--- src/rtl/sync_down_counter_pkg.sv ---
// Shared types for the loadable down-counter/timer.
package sync_down_counter_pkg;

  typedef enum logic {
    StIdle = 1'b0,
    StRun  = 1'b1
  } state_e;

  localparam int unsigned MinWidth = 2;

endpackage

--- src/rtl/sync_down_counter_if.sv ---
// Control/status bundle of the down-counter; master drives controls, slave is the counter.
interface sync_down_counter_if #(
  parameter int unsigned WIDTH = 4
);

  logic             en;
  logic             load;
  logic [WIDTH-1:0] load_val;
  logic             auto_reload;
  logic [WIDTH-1:0] Q;
  logic             tc;
  logic             busy;

  modport master (
    output en, load, load_val, auto_reload,
    input  Q, tc, busy
  );

  modport slave (
    input  en, load, load_val, auto_reload,
    output Q, tc, busy
  );

endinterface

--- src/rtl/sync_down_counter.sv ---
// Loadable down-counter: counts a loaded value to zero, pulses tc, optionally auto-reloads.
module sync_down_counter
  import sync_down_counter_pkg::*;
#(
  parameter int unsigned WIDTH = 4
) (
  input  logic                 clk,
  input  logic                 rst,
  sync_down_counter_if.slave   bus
);

  state_e           state_q, state_d;
  logic [WIDTH-1:0] count_q, count_d;
  logic [WIDTH-1:0] reload_q, reload_d;
  logic             tc_q, tc_d;

  localparam logic [WIDTH-1:0] One = WIDTH'(1);

  always_ff @(posedge clk or negedge rst) begin
    if (!rst) begin
      state_q  <= StIdle;
      count_q  <= '0;
      reload_q <= '0;
      tc_q     <= 1'b0;
    end else begin
      state_q  <= state_d;
      count_q  <= count_d;
      reload_q <= reload_d;
      tc_q     <= tc_d;
    end
  end

  always_comb begin
    state_d  = state_q;
    count_d  = count_q;
    reload_d = reload_q;
    tc_d     = 1'b0;

    // Load beats a coincident terminal event, so tc stays low on that edge.
    if (bus.load) begin
      count_d  = bus.load_val;
      reload_d = bus.load_val;
      state_d  = (bus.load_val != '0) ? StRun : StIdle;
    end else if (state_q == StRun && bus.en) begin
      if (count_q == One) begin
        tc_d = 1'b1;
        if (bus.auto_reload) begin
          count_d = reload_q;
        end else begin
          count_d = '0;
          state_d = StIdle;
        end
      end else begin
        count_d = count_q - One;
      end
    end
  end

  assign bus.Q    = count_q;
  assign bus.tc   = tc_q;
  assign bus.busy = (state_q == StRun);

endmodule

--- src/flat_wrapper.sv ---
// flat-port wrapper written by rule: the top's interface ports become plain ports
module sync_down_counter_flat import sync_down_counter_pkg::*;
#(
  parameter int unsigned WIDTH = 4
)
  (clk, rst, bus_en, bus_load, bus_load_val, bus_auto_reload, bus_Q, bus_tc, bus_busy);
  sync_down_counter_if #(.WIDTH(WIDTH)) bus_i ();
  input  logic clk;
  input  logic rst;
  input wire logic [$bits(bus_i.en)-1:0] bus_en;
  input wire logic [$bits(bus_i.load)-1:0] bus_load;
  input wire logic [$bits(bus_i.load_val)-1:0] bus_load_val;
  input wire logic [$bits(bus_i.auto_reload)-1:0] bus_auto_reload;
  output wire logic [$bits(bus_i.Q)-1:0] bus_Q;
  output wire logic [$bits(bus_i.tc)-1:0] bus_tc;
  output wire logic [$bits(bus_i.busy)-1:0] bus_busy;
  assign bus_i.en = bus_en;
  assign bus_i.load = bus_load;
  assign bus_i.load_val = bus_load_val;
  assign bus_i.auto_reload = bus_auto_reload;
  assign bus_Q = bus_i.Q;
  assign bus_tc = bus_i.tc;
  assign bus_busy = bus_i.busy;
  sync_down_counter #(.WIDTH(WIDTH)) u_core (.clk(clk), .rst(rst), .bus(bus_i));
endmodule
--- config.mk ---
export PLATFORM = sky130hd
export DESIGN_NAME = sync_down_counter_flat
export DESIGN_NICKNAME = d
export VERILOG_FILES = /design/src/rtl/sync_down_counter_pkg.sv /design/src/rtl/sync_down_counter_if.sv /design/src/rtl/sync_down_counter.sv /design/src/flat_wrapper.sv
export SDC_FILE = /design/constraint.sdc
export NUM_CORES = 1
export LEC_CHECK = 0
export CORE_MARGIN = 4
export CORE_UTILIZATION = 28
export CTS_BUF_LIST = sky130_fd_sc_hd__clkbuf_4 sky130_fd_sc_hd__clkbuf_8
export DETAILED_ROUTE_END_ITERATION = 10
export DONT_BUFFER_PORTS = 1
export SETUP_SLACK_MARGIN = 0.3
export SYNTH_ARGS = -nofsm -noshare
export SYNTH_HDL_FRONTEND = slang
export SYNTH_SLANG_ARGS = --single-unit
--- constraint.sdc ---
create_clock -name clk -period 1.9 [get_ports clk]
set_input_delay 0.57 -clock clk [delete_from_list [all_inputs] [get_ports clk]]
set_output_delay 0.57 -clock clk [all_outputs]
set_load 0.01 [all_outputs]
==> metrics.sh, run 1 <==
OUTCOME='completed'
CP_NUM_CELLS=5
SETUP_VIOL=0
ANTENNA_VIOLATIONS_BEFORE_REPAIR=0
FINISH.UTILIZATION=0.3677
ROUTED_WIRE_LENGTH_PER_INSTANCE_UM=15.99
N_FILL_CELL=187
SYN_NETS=67
STD_CELL_ROWS=15
CTS_MAX_PATH_BUFFERS=2
IO_BUFFER_COUNT=0
DETAILED_PLACE_HPWL_UM=951.6
PLACEABLECOREAREA_SQ_UM=1821
CTS_HTREE_LEVELS=1
MULTIINPUTGATEAREA_SQ_UM=324.1
MAXIMUM_NUMBER_OF_PINS_ON_ONE_NET_BEFORE_GLOBAL_ROUTE_REPAIR=19
CRIT_PATH_CELL_TRACE='inv_2, ha_4, nor3b_4, mux2_2, o31ai_2'
DIEWIDTH_UM=52.84
CLOCK-SINKS=10
ROUTED_WIRELENGTH_UM=1359
TIMING.REG2REG.WORST_PATH_DEPTH=5
TIMING.RR.END='u_core.bus.Q[1]'
FINALWORSTPATHREQUIREDPERIOD_NS=1.532
POWER_PER_CELL_AREA_nW_PER_UM2=787.4
CP_MAX_FO=6
TIMING.FINAL.HOLD_VIOLATIONS=0
IOPINCOUNT=15
FINAL_NET_COUNT=73
DRC=0
HP-CLASS='in -> reg'
R2R-START='u_core.bus.Q[1]'
COUNT_OF_DISTINCT_CELL_TYPES_IN_THE_SYNTHESIZED_NETLIST=24
WORST_HOLD_PATH.NUM_CELLS=1
REQUIRED_NS=2.07
SYNTHESIS.YOSYS.WARNINGS=0
DIE-HEIGHT_UM=52.84
FLOORPLAN.INITIALDENSITY=0.3093
VIAS=449
POST-ROUTE-PERIOD-UTIL=0.8064
CTS-BUFFERS-INSERTED=3
STATIC-LEAKAGE-POWER_nW=0.2707
GR-TOTAL-OVERFLOW=0
SYNTHCELLS=56
NETLIST.TOP_CELL.BY_AREA='sky130_fd_sc_hd__dfrtp_1'
TIMING.HOLD.WORST_ENDPOINT='u_core.bus.tc'
FINAL_ANTENNA_NET_COUNT=0
SKEW_NS=0.002697
MIN-DELAY-START='bus_load'
DETAIL_ROUTE.VIAS_PER_CELL=5.282
GLOBALPLACE.CONGESTION=0.7635
CRIT_SLOWEST_CELL='sky130_fd_sc_hd__dfrtp_2'
GRT_SETUP_UNREPAIRED='false'
SYNTH.TOP_CELLS.BY_AREA='sky130_fd_sc_hd__dfrtp_1, sky130_fd_sc_hd__mux2_2, sky130_fd_sc_hd__o41ai_1'
SYNTH_SEQ_AREA_SHARE=0.4444
LEADING_CELL_TYPE_IN_THE_LAYOUT_FILL_AND_TAPS_EXCLUDED='sky130_fd_sc_hd__dfrtp_1'
FIRST_ITER_VIOLATIONS=7
PEAKVDDDROP_mV=0.7124
DIE_OUTLINE_AREA_SQ_UM=2792
GRT_FIRST_PASS_WIRELENGTH_UM=2214
TNS_NS=0
WORSTPATHARRIVAL_NS=1.70
SOURCE_TO_SINK_CLOCK_DELAY_AT_THE_LATER_PIN_OF_THE_WORST_SKEW_PAIR_NS=0.26
TRITONCTS='yes'
MAX_STAGE_DELAY_NS=0.45
GROUTE.USAGE.OVERALL=0.1136
TIMING.SETUP.CRITICAL_PATH_CLASS='reg -> reg'
CAP_VIOLATIONS=0
YS_SEQ_ELEMENTS=10
NUMBER_OF_GLOBAL_ROUTE_VIAS_BEFORE_REPAIR=456
LAYOUT.AREA.SEQ_SQ_UM=251.5
ANTENNA_CELL_COUNT=0
SLEW_VIOLATIONS=0
BUF_INV_STAGES_CRIT_PATH=1
CLK_ROOT_BUFFER_CELL='sky130_fd_sc_hd__clkbuf_4'
MAXSLEWHEADROOM=0.6901
CLK_TRANSITION_REPORTED_PATHS_NS=0.06
DETAILEDROUTE.FIRSTPASSITERATIONCOUNT=3
CRIT_FAMILY='flip-flops'
FMAXACHIEVABLE_MHz=652.7
SYNTH_TOP_AREA_SHARE=0.4444
POST_SYNTH.CELL_AREA_AVG_SQ_UM=10.05
WORST_SETUP_PATH_START_KIND='flop'
AREAGROWTHSYNTHTOFINISH_PCT=18.89
CP-END-KIND='flop'
MOST-COMMON-LAYOUT-CELLS='sky130_fd_sc_hd__dfrtp_1, sky130_fd_sc_hd__mux2_2'
REG2REG_SLACK_NS=0.37
FINAL_LAYOUT_SIZE_SUFFIX_GT1_FRAC=0.2667
NETLIST_AREA_SQ_UM=563.0
TIGHTESTPINTRANSITION_NS=0.4633
-- worst register-to-register path: cells and delay by family (launching register included) --
kind            cells  cell delay, ns
compound gates      1            0.18
fa+ha+maj           1            0.16
buf+inv             1            0.09
flops               1            0.45
mux                 1            0.36
simple gates        1            0.20
-- power by group --
| group | internal (W) | leakage (nW) | switching, W |
|---|---|---|---|
| clock network | 0.0000732 | 0.0138 | 0.0000718 |
| registers | 0.000235 | 0.118 | 0.0000357 |
| logic | 0.0000602 | 0.138 | 0.0000516 |
| total | 0.000368 | 0.271 | 0.000159 |
-- metrics by stage --
stage	hold WS (ns)	cell area, sq um	cells	power, W	setup slack (ns)
2_1_floorplan	0.2744	568.0	56	0.0003394	0.3714
4_1_cts	0.3689	656.9	85	0.0005258	0.3336
6_report	0.3839	669.4	85	0.0005271	0.3679
3_3_place_gp	0.2746	598.1	80	0.0003571	0.2912
3_5_place_dp	0.2746	598.1	80	0.0003602	0.2438
5_1_grt	0.3665	669.4	85	0.0005637	0.3041
-- sequential cells by signal, summed over array words and instances, names as in the netlist --
register,cells
u_core.reload_q,4
u_core.bus.Q,4
u_core.bus.tc,1
u_core.bus.busy,1
-- cells in the mapped netlist --
cell type                  count
sky130_fd_sc_hd__nor2_1        2
sky130_fd_sc_hd__a22o_1        1
sky130_fd_sc_hd__buf_2         1
sky130_fd_sc_hd__clkbuf_1      1
sky130_fd_sc_hd__mux2_2        4
sky130_fd_sc_hd__mux2i_1       1
sky130_fd_sc_hd__or3b_2        1
sky130_fd_sc_hd__a22oi_1       3
sky130_fd_sc_hd__dfrtp_1      10
sky130_fd_sc_hd__and4b_1       1
sky130_fd_sc_hd__nor3b_1       1
sky130_fd_sc_hd__o31ai_1       1
sky130_fd_sc_hd__o41ai_1       3
sky130_fd_sc_hd__ha_1          2
sky130_fd_sc_hd__inv_1         4
sky130_fd_sc_hd__a21oi_1       3
sky130_fd_sc_hd__nand2_1       3
sky130_fd_sc_hd__nor2b_1       2
sky130_fd_sc_hd__a311oi_1      1
sky130_fd_sc_hd__nor3_1        3
sky130_fd_sc_hd__nand3_1       2
sky130_fd_sc_hd__or4b_1        1
sky130_fd_sc_hd__nand2b_1      2
sky130_fd_sc_hd__o21ai_0       3
-- routing by layer --
metal  global-route usage  share of wire  up-vias
met3              0.08547           0.12        2
li1                     -              -      216
met4              0.02553          0.012        0
met2               0.1653           0.43       19
met1               0.1315           0.43      212
met5                    0              0        -
-- cells by family (layout without fill, tap and decap cells) --
| logic type | after synthesis | count (layout) | synth area share |
|---|---|---|---|
| AO/OA/AOI/OAI | 15 | 15 | 0.1844 |
| adder cells (fa/ha/maj) | 2 | 2 | 0.04444 |
| buffers and inverters | 6 | 10 | 0.04220 |
| flip-flops | 10 | 10 | 0.4444 |
| multiplexers | 5 | 5 | 0.09777 |
| AND/OR/NAND/NOR | 18 | 18 | 0.1867 |
-- area by class of cell --
type	instances	area share
inverter	4	0.02243
multi-input combinational	40	0.4841
sequential	10	0.3757
tap	25	0.04673
timing repair buffer	3	0.03738
clock buffer	3	0.03364
-- timing repair --
item	4_1_cts	5_1_grt
hold endpoints to repair	10	0
setup buffers	1	0
setup endpoints to repair	3	3
hold buffers	1	0
resized for setup	5	4
-- worst max-delay path by stage --
stage                      endpoint  slack (ns)       startpoint
detailed placement  u_core.bus.Q[1]        0.24  u_core.bus.Q[1]
floorplan           u_core.bus.Q[1]        0.37  u_core.bus.Q[1]
global placement    u_core.bus.busy        0.29  u_core.bus.Q[1]
global route        u_core.bus.Q[0]        0.30  u_core.bus.Q[1]
finish              u_core.bus.Q[1]        0.37  u_core.bus.Q[1]
CTS                 u_core.bus.Q[1]        0.33  u_core.bus.Q[1]
Power figures use the tool's default switching activity.
==> run 2: changes to the inputs <==
==> constraint.sdc (replaced) <==
create_clock -name clk -period 1.6 [get_ports clk]
set_input_delay 0.48 -clock clk [delete_from_list [all_inputs] [get_ports clk]]
set_output_delay 0.48 -clock clk [all_outputs]
set_load 0.01 [all_outputs]
==> run 2 against run 1 <==
Largest power group unchanged; critical endpoint unchanged; core utilization rose by 2.7 points; maximum frequency grew 2.6%; sequential cell count stayed put; global-route usage rose by 0.69 points; hold slack worse by 0.098 ns; power grew 30%; combinational power increased by 44%; critical path depth down 1.
==> metrics.sh, run 2 (synthesis results as in run 1) <==
OUTCOME='completed'
STATIC-LEAKAGE-POWER_nW=0.2929  # +8.2%
PLACEABLECOREAREA_SQ_UM=1821  # unchanged
IOPINCOUNT=15  # unchanged
DIEWIDTH_UM=52.84  # unchanged
GROUTE.USAGE.OVERALL=0.1205  # +0.006887
FMAXACHIEVABLE_MHz=669.6  # +2.6%
VIAS=460  # +2.4%
DRC=0  # unchanged
SOURCE_TO_SINK_CLOCK_DELAY_AT_THE_LATER_PIN_OF_THE_WORST_SKEW_PAIR_NS=0.27  # about the same
POWER_PER_CELL_AREA_nW_PER_UM2=953.2  # +21%
WORST_SETUP_PATH_START_KIND='flop'
GRT_FIRST_PASS_WIRELENGTH_UM=2325  # +5.0%
ROUTED_WIRELENGTH_UM=1418  # +4.3%
FINAL_LAYOUT_SIZE_SUFFIX_GT1_FRAC=0.3651  # +0.09841
STD_CELL_ROWS=15  # unchanged
FRACTION_OF_POWER_CONSUMED_BY_SEQUENTIAL_LOGIC=0.466  # -0.047
POST-PLACE-CELLS=81  # +1.3%
SKEW_NS=0.003016  # +0.0003188 ns
MAXSLEWHEADROOM=0.6880  # -0.002051
HOLDWS_NS=0.2858  # -0.09811 ns
TNS_NS=0  # unchanged
TRITONCTS='yes'
DETAILEDROUTE.FIRSTPASSITERATIONCOUNT=4  # +1
CP-END-KIND='flop'
TOTALPOWERFINAL_W=0.0006858  # +30%
PEAKVDDDROP_mV=0.4370  # -39%
IO_BUFFER_COUNT=0  # unchanged
GR-TOTAL-OVERFLOW=0  # unchanged
WORSTPATHARRIVAL_NS=1.68  # -0.02 ns
TIGHTESTPINTRANSITION_NS=0.4664  # +0.003066 ns
GLOBALPLACE.CONGESTION=0.8737  # +14%
SETUP_VIOL=0  # unchanged
SLEW_VIOLATIONS=0  # unchanged
DETAILED_PLACE_HPWL_UM=1040  # +9.3%
POSTLAYOUTSETUPSLACKWORST_NS=0.1066  # -0.2613 ns
CELL_INTERNAL_PWR_W=0.0004845  # +32%
LEADING_CELL_TYPE_IN_THE_LAYOUT_FILL_AND_TAPS_EXCLUDED='sky130_fd_sc_hd__dfrtp_1'
FINAL_ANTENNA_NET_COUNT=0  # unchanged
FIRST_ITER_VIOLATIONS=12  # +5
ANTENNA_CELL_COUNT=0  # unchanged
DIE_OUTLINE_AREA_SQ_UM=2792  # unchanged
CLK_TRANSITION_REPORTED_PATHS_NS=0.07  # about the same
MOST-COMMON-LAYOUT-CELLS='sky130_fd_sc_hd__dfrtp_1, sky130_fd_sc_hd__clkbuf_4'
LAYOUTNONFILLERINSTCOUNT=88  # +3.5%
NUMBER_OF_GLOBAL_ROUTE_VIAS_BEFORE_REPAIR=473  # +3.7%
CLK_ROOT_BUFFER_CELL='sky130_fd_sc_hd__clkbuf_4'
TIMING.FINAL.HOLD_VIOLATIONS=0  # unchanged
AREAGROWTHSYNTHTOFINISH_PCT=27.78
CLOCK-SINKS=10  # unchanged
PRE_CTS_SETUP_SLACK_NS=0.07204  # -0.1718 ns
TIMING.SETUP.CRITICAL_PATH_CLASS='reg -> reg'
REQUIRED_NS=1.78  # -0.29 ns
FINAL_NET_COUNT=75  # +2.7%
ANTENNA_VIOLATIONS_BEFORE_REPAIR=0  # unchanged
CP_MAX_FO=7  # +1
CAP_VIOLATIONS=0  # unchanged
GRT_SETUP_UNREPAIRED='true'
ROUTED_WIRE_LENGTH_PER_INSTANCE_UM=16.11  # +0.78%
FINALWORSTPATHREQUIREDPERIOD_NS=1.493  # -0.03871 ns
PART_OF_THE_TOTAL_POWER_DISSIPATED_IN_COMBINATIONAL_LOGIC=0.235  # +0.023
HP-CLASS='in -> reg'
CTS_HTREE_LEVELS=1  # unchanged
FLOORPLAN.INITIALDENSITY=0.3093  # unchanged
CTS-BUFFERS-INSERTED=3  # unchanged
POWER_SWITCHING_W=0.0002013  # +27%
CTS_MAX_PATH_BUFFERS=2  # unchanged
POST-ROUTE-PERIOD-UTIL=0.9334  # +0.1270
DETAIL_ROUTE.VIAS_PER_CELL=5.227  # -1.0%
SWITCHING_SHARE=0.2935  # -0.008221
POWER.SHARE.CLOCK=0.299  # +0.024
DIE-HEIGHT_UM=52.84  # unchanged
MAXIMUM_NUMBER_OF_PINS_ON_ONE_NET_BEFORE_GLOBAL_ROUTE_REPAIR=19  # unchanged
run 2: cell count changes in the layout (fill, tap and decap cells not counted), sizes merged:
cell    change
clkbuf      +1
buf         +2
run 2: final timing paths:
kind	slack, ns	cells past startpoint	endpoint	start
min in group asynchronous	0.60	1	u_core.reload_q[0]	rst
hold / removal	0.29	1	u_core.bus.tc	bus_load
hold reg to reg	0.51	1	u_core.reload_q[1]	u_core.reload_q[1]
setup reg to reg	0.11	4	u_core.bus.Q[1]	u_core.bus.Q[0]
setup / recovery	0.11	4	u_core.bus.Q[1]	u_core.bus.Q[0]
max in group asynchronous	0.66	1	u_core.bus.Q[3]	rst
run 2: timing repair:
item	in CTS	in global routing
gates resized for setup	3	5
setup buffers	2	0
pin swaps	2	1
hold buffers	1	0
setup endpoints to repair	8	8
hold endpoints to repair	10	0
run 2: critical path, cell delays in order (launching register included):
cell and delay, ns:
sky130_fd_sc_hd__dfrtp_2 0.47, sky130_fd_sc_hd__ha_4 0.17, sky130_fd_sc_hd__nor3b_4 0.27, sky130_fd_sc_hd__mux2_4 0.33, sky130_fd_sc_hd__o31ai_2 0.16
run 2: layout make-up:
class	count	area [sq um]
fillers	186	1101
clock buffers	4	30.03
flip-flops and latches	10	254.0
inverters	4	15.01
well taps	25	31.28
multi-input cells	40	341.6
repair buffers	5	47.55
run 2: power groups by stage:
stage | Sequential (W) | Clock (W) | Combinational [W]
3_3_place_gp | 0.000320 | 0 | 0.000129
5_1_grt | 0.000325 | 0.000226 | 0.000180
4_1_cts | 0.000318 | 0.000214 | 0.000153
2_1_floorplan | 0.000320 | 0 | 0.000103
6_report | 0.000319 | 0.000205 | 0.000161
3_5_place_dp | 0.000322 | 0 | 0.000131
run 2: per-layer routing:
metal | wire (um) | part of all wire | up-vias | track usage
li1 | - | - | 226 | -
met1 | 552 | 0.39 | 216 | 0.1394
met2 | 711 | 0.50 | 16 | 0.1839
met3 | 142 | 0.10 | 2 | 0.07977
met4 | 11 | 0.0078 | 0 | 0.02553
met5 | 0 | 0 | - | 0
run 2: per-stage QoR:
step / util / cell area, sq um
floorplan: - / 594.3
global placement: 0.3471 / 631.9
detailed placement: 0.3471 / 631.9
CTS: 0.3842 / 699.4
global route: 0.3952 / 719.4
finish: 0.3952 / 719.4
==> run 3: changes to the inputs <==
--- a/config.mk
+++ b/config.mk
@@ -6,7 +6,7 @@
 export NUM_CORES = 1
 export LEC_CHECK = 0
 export CORE_MARGIN = 4
-export CORE_UTILIZATION = 28
+export CORE_UTILIZATION = 29
 export CTS_BUF_LIST = sky130_fd_sc_hd__clkbuf_4 sky130_fd_sc_hd__clkbuf_8
 export DETAILED_ROUTE_END_ITERATION = 10
 export DONT_BUFFER_PORTS = 1
==> run 3 against run 2 <==
Clock power decreased by 2%; power increased by 0.75%; maximum frequency decreased by 1.2%; cell count increased by 1.1%; sequential power about the same; core utilization increased by 1.1 points; critical path depth unchanged; final area increased by 0.70%; first-iteration DRC count unchanged; non-clock buffer count increased by 1; die area decreased by 2.9%; combinational power increased by 4%; largest cell class unchanged; largest power group unchanged.
==> metrics.sh, run 3 (synthesis results as in run 1) <==
TRITONCTS='yes'
SLEW_VIOLATIONS=0  # unchanged
M1WIRELENGTH_UM=592  # +7.2%
WL_MET3_UM=161  # +13%
DRC=0  # unchanged
POWER_PER_CELL_AREA_nW_PER_UM2=953.7  # about the same
CTS_MAX_PATH_BUFFERS=2  # unchanged
MAXIMUM_NUMBER_OF_PINS_ON_ONE_NET_BEFORE_GLOBAL_ROUTE_REPAIR=19  # unchanged
STATIC-LEAKAGE-POWER_nW=0.2940  # +0.38%
PEAKVDDDROP_mV=0.3166  # -28%
DIE_OUTLINE_AREA_SQ_UM=2710  # -2.9%
GRT_SETUP_UNREPAIRED='true'
CLK_ROOT_BUFFER_CELL='sky130_fd_sc_hd__clkbuf_4'
ROUTED_WIRELENGTH_UM=1487  # +4.9%
TIMING.FINAL.HOLD_VIOLATIONS=0  # unchanged
DR.MAX_LAYER_USED='met3'
REQUIRED_NS=1.77  # about the same
FLOORPLAN.INITIALDENSITY=0.3158  # +0.006511
FINAL_NET_COUNT=76  # +1.3%
CP_MAX_FO=7  # unchanged
GRT_FIRST_PASS_WIRELENGTH_UM=2304  # -0.90%
FMAXACHIEVABLE_MHz=661.8  # -1.2%
DETAILED_PLACE_HPWL_UM=1073  # +3.1%
FINAL_ANTENNA_NET_COUNT=0  # unchanged
SKEW_NS=0.003409  # +0.0003935 ns
GLOBALPLACE.CONGESTION=0.8128  # -7.0%
FIRST_ITER_VIOLATIONS=12  # unchanged
TIGHTESTPINTRANSITION_NS=0.4531  # -0.01327 ns
ROUTED_WIRE_LENGTH_PER_INSTANCE_UM=16.71  # +3.7%
MOST-COMMON-LAYOUT-CELLS='sky130_fd_sc_hd__dfrtp_1, sky130_fd_sc_hd__clkbuf_4'
HP-CLASS='in -> reg'
CTS-BUFFERS-INSERTED=3  # unchanged
TOTALPOWERFINAL_W=0.0006909  # +0.75%
FINISH.UTILIZATION=0.4063  # +0.01113
GROUTE.USAGE.OVERALL=0.1189  # -0.001577
IO_BUFFER_COUNT=0  # unchanged
DETAILEDROUTE.FIRSTPASSITERATIONCOUNT=6  # +2
CP-END-KIND='flop'
FINAL_LAYOUT_SIZE_SUFFIX_GT1_FRAC=0.3438  # -0.02133
MAXSLEWHEADROOM=0.6969  # +0.008874
ANTENNA_VIOLATIONS_BEFORE_REPAIR=0  # unchanged
DETAIL_ROUTE.VIAS_PER_CELL=5.247  # +0.38%
CAP_VIOLATIONS=0  # unchanged
DIE-HEIGHT_UM=52.06  # -1.5%
PLACEABLECOREAREA_SQ_UM=1783  # -2.1%
FINALWORSTPATHREQUIREDPERIOD_NS=1.511  # +0.01763 ns
CLK_TRANSITION_REPORTED_PATHS_NS=0.07  # about the same
SETUP_VIOL=0  # unchanged
DIEWIDTH_UM=52.06  # -1.5%
WORSTPATHARRIVAL_NS=1.68  # about the same
CTS_HTREE_LEVELS=1  # unchanged
POST-ROUTE-PERIOD-UTIL=0.9444  # +0.01102
CLOCK-SINKS=10  # unchanged
AREAGROWTHSYNTHTOFINISH_PCT=28.67
TNS_NS=0  # unchanged
LEADING_CELL_TYPE_IN_THE_LAYOUT_FILL_AND_TAPS_EXCLUDED='sky130_fd_sc_hd__dfrtp_1'
NUMBER_OF_GLOBAL_ROUTE_VIAS_BEFORE_REPAIR=472  # -0.21%
MET2WIRELENGTH_UM=733  # +3.1%
STD_CELL_ROWS=15  # unchanged
GR-TOTAL-OVERFLOW=0  # unchanged
IOPINCOUNT=15  # unchanged
TIMING.SETUP.CRITICAL_PATH_CLASS='reg -> reg'
VIAS=467  # +1.5%
N_FILL_CELL=184  # -1.1%
OUTCOME='completed'
SOURCE_TO_SINK_CLOCK_DELAY_AT_THE_LATER_PIN_OF_THE_WORST_SKEW_PAIR_NS=0.26  # about the same
WORST_SETUP_PATH_START_KIND='flop'
ANTENNA_CELL_COUNT=0  # unchanged
-- run 3: layer usage --
layer | GRT usage | vias up
li1 | - | 223
met3 | 0.05158 | 0
met1 | 0.1393 | 228
met5 | 0 | -
met2 | 0.1799 | 16
met4 | 0.06550 | 0
-- run 3: area by class of cell --
cell class                      instances  area [sq um]  share of cell area
Sequential cell                        10         254.0              0.3506
Multi-Input combinational cell         40         339.1              0.4680
Inverter                                4         15.01             0.02073
Timing Repair Buffer                    6         55.05             0.07599
Tap cell                               25         31.28             0.04318
Clock buffer                            4         30.03             0.04145
-- run 3: worst max-delay path, cell delays in order, from the launching register on --
cell                      delay, ns
sky130_fd_sc_hd__dfrtp_2       0.47
sky130_fd_sc_hd__ha_4          0.19
sky130_fd_sc_hd__nor3b_4       0.25
sky130_fd_sc_hd__mux2_4        0.34
sky130_fd_sc_hd__o31ai_4       0.16
-- run 3: final timing paths --
check | cells past startpoint | slack, ns | endpoint | startpoint
max in group asynchronous | 1 | 0.66 | u_core.bus.Q[3] | rst
setup / recovery | 4 | 0.09 | u_core.bus.Q[1] | u_core.bus.Q[0]
setup reg to reg | 4 | 0.09 | u_core.bus.Q[1] | u_core.bus.Q[0]
min in group asynchronous | 1 | 0.60 | u_core.bus.Q[2] | rst
hold / removal | 1 | 0.28 | u_core.bus.tc | bus_load
hold reg to reg | 1 | 0.51 | u_core.reload_q[2] | u_core.reload_q[2]
-- run 3: power by group --
group,internal (W),switching (W),total [W]
Clock,0.000113,0.0000879,0.000201
Combinational,0.0000939,0.0000741,0.000168
Sequential,0.000280,0.0000419,0.000322
-- run 3: timing repair --
item / 4_1_cts / 5_1_grt
setup buffers: 0 / 3
hold endpoints to repair: 10 / 0
hold buffers: 1 / 0
pin swaps: 2 / 3
setup endpoints to repair: 7 / 8
gates resized for setup: 2 / 5
-- run 3: stage by stage --
step / instances / worst slack (ns) / area, sq um / hold WS, ns
floorplan: 56 / 0.1714 / 594.3 / 0.1844
global placement: 81 / 0.1483 / 631.9 / 0.1847
detailed placement: 81 / 0.08425 / 631.9 / 0.1847
CTS: 86 / 0.09650 / 678.2 / 0.2778
global route: 89 / 0.02294 / 724.4 / 0.2718
finish: 89 / 0.08895 / 724.4 / 0.2808
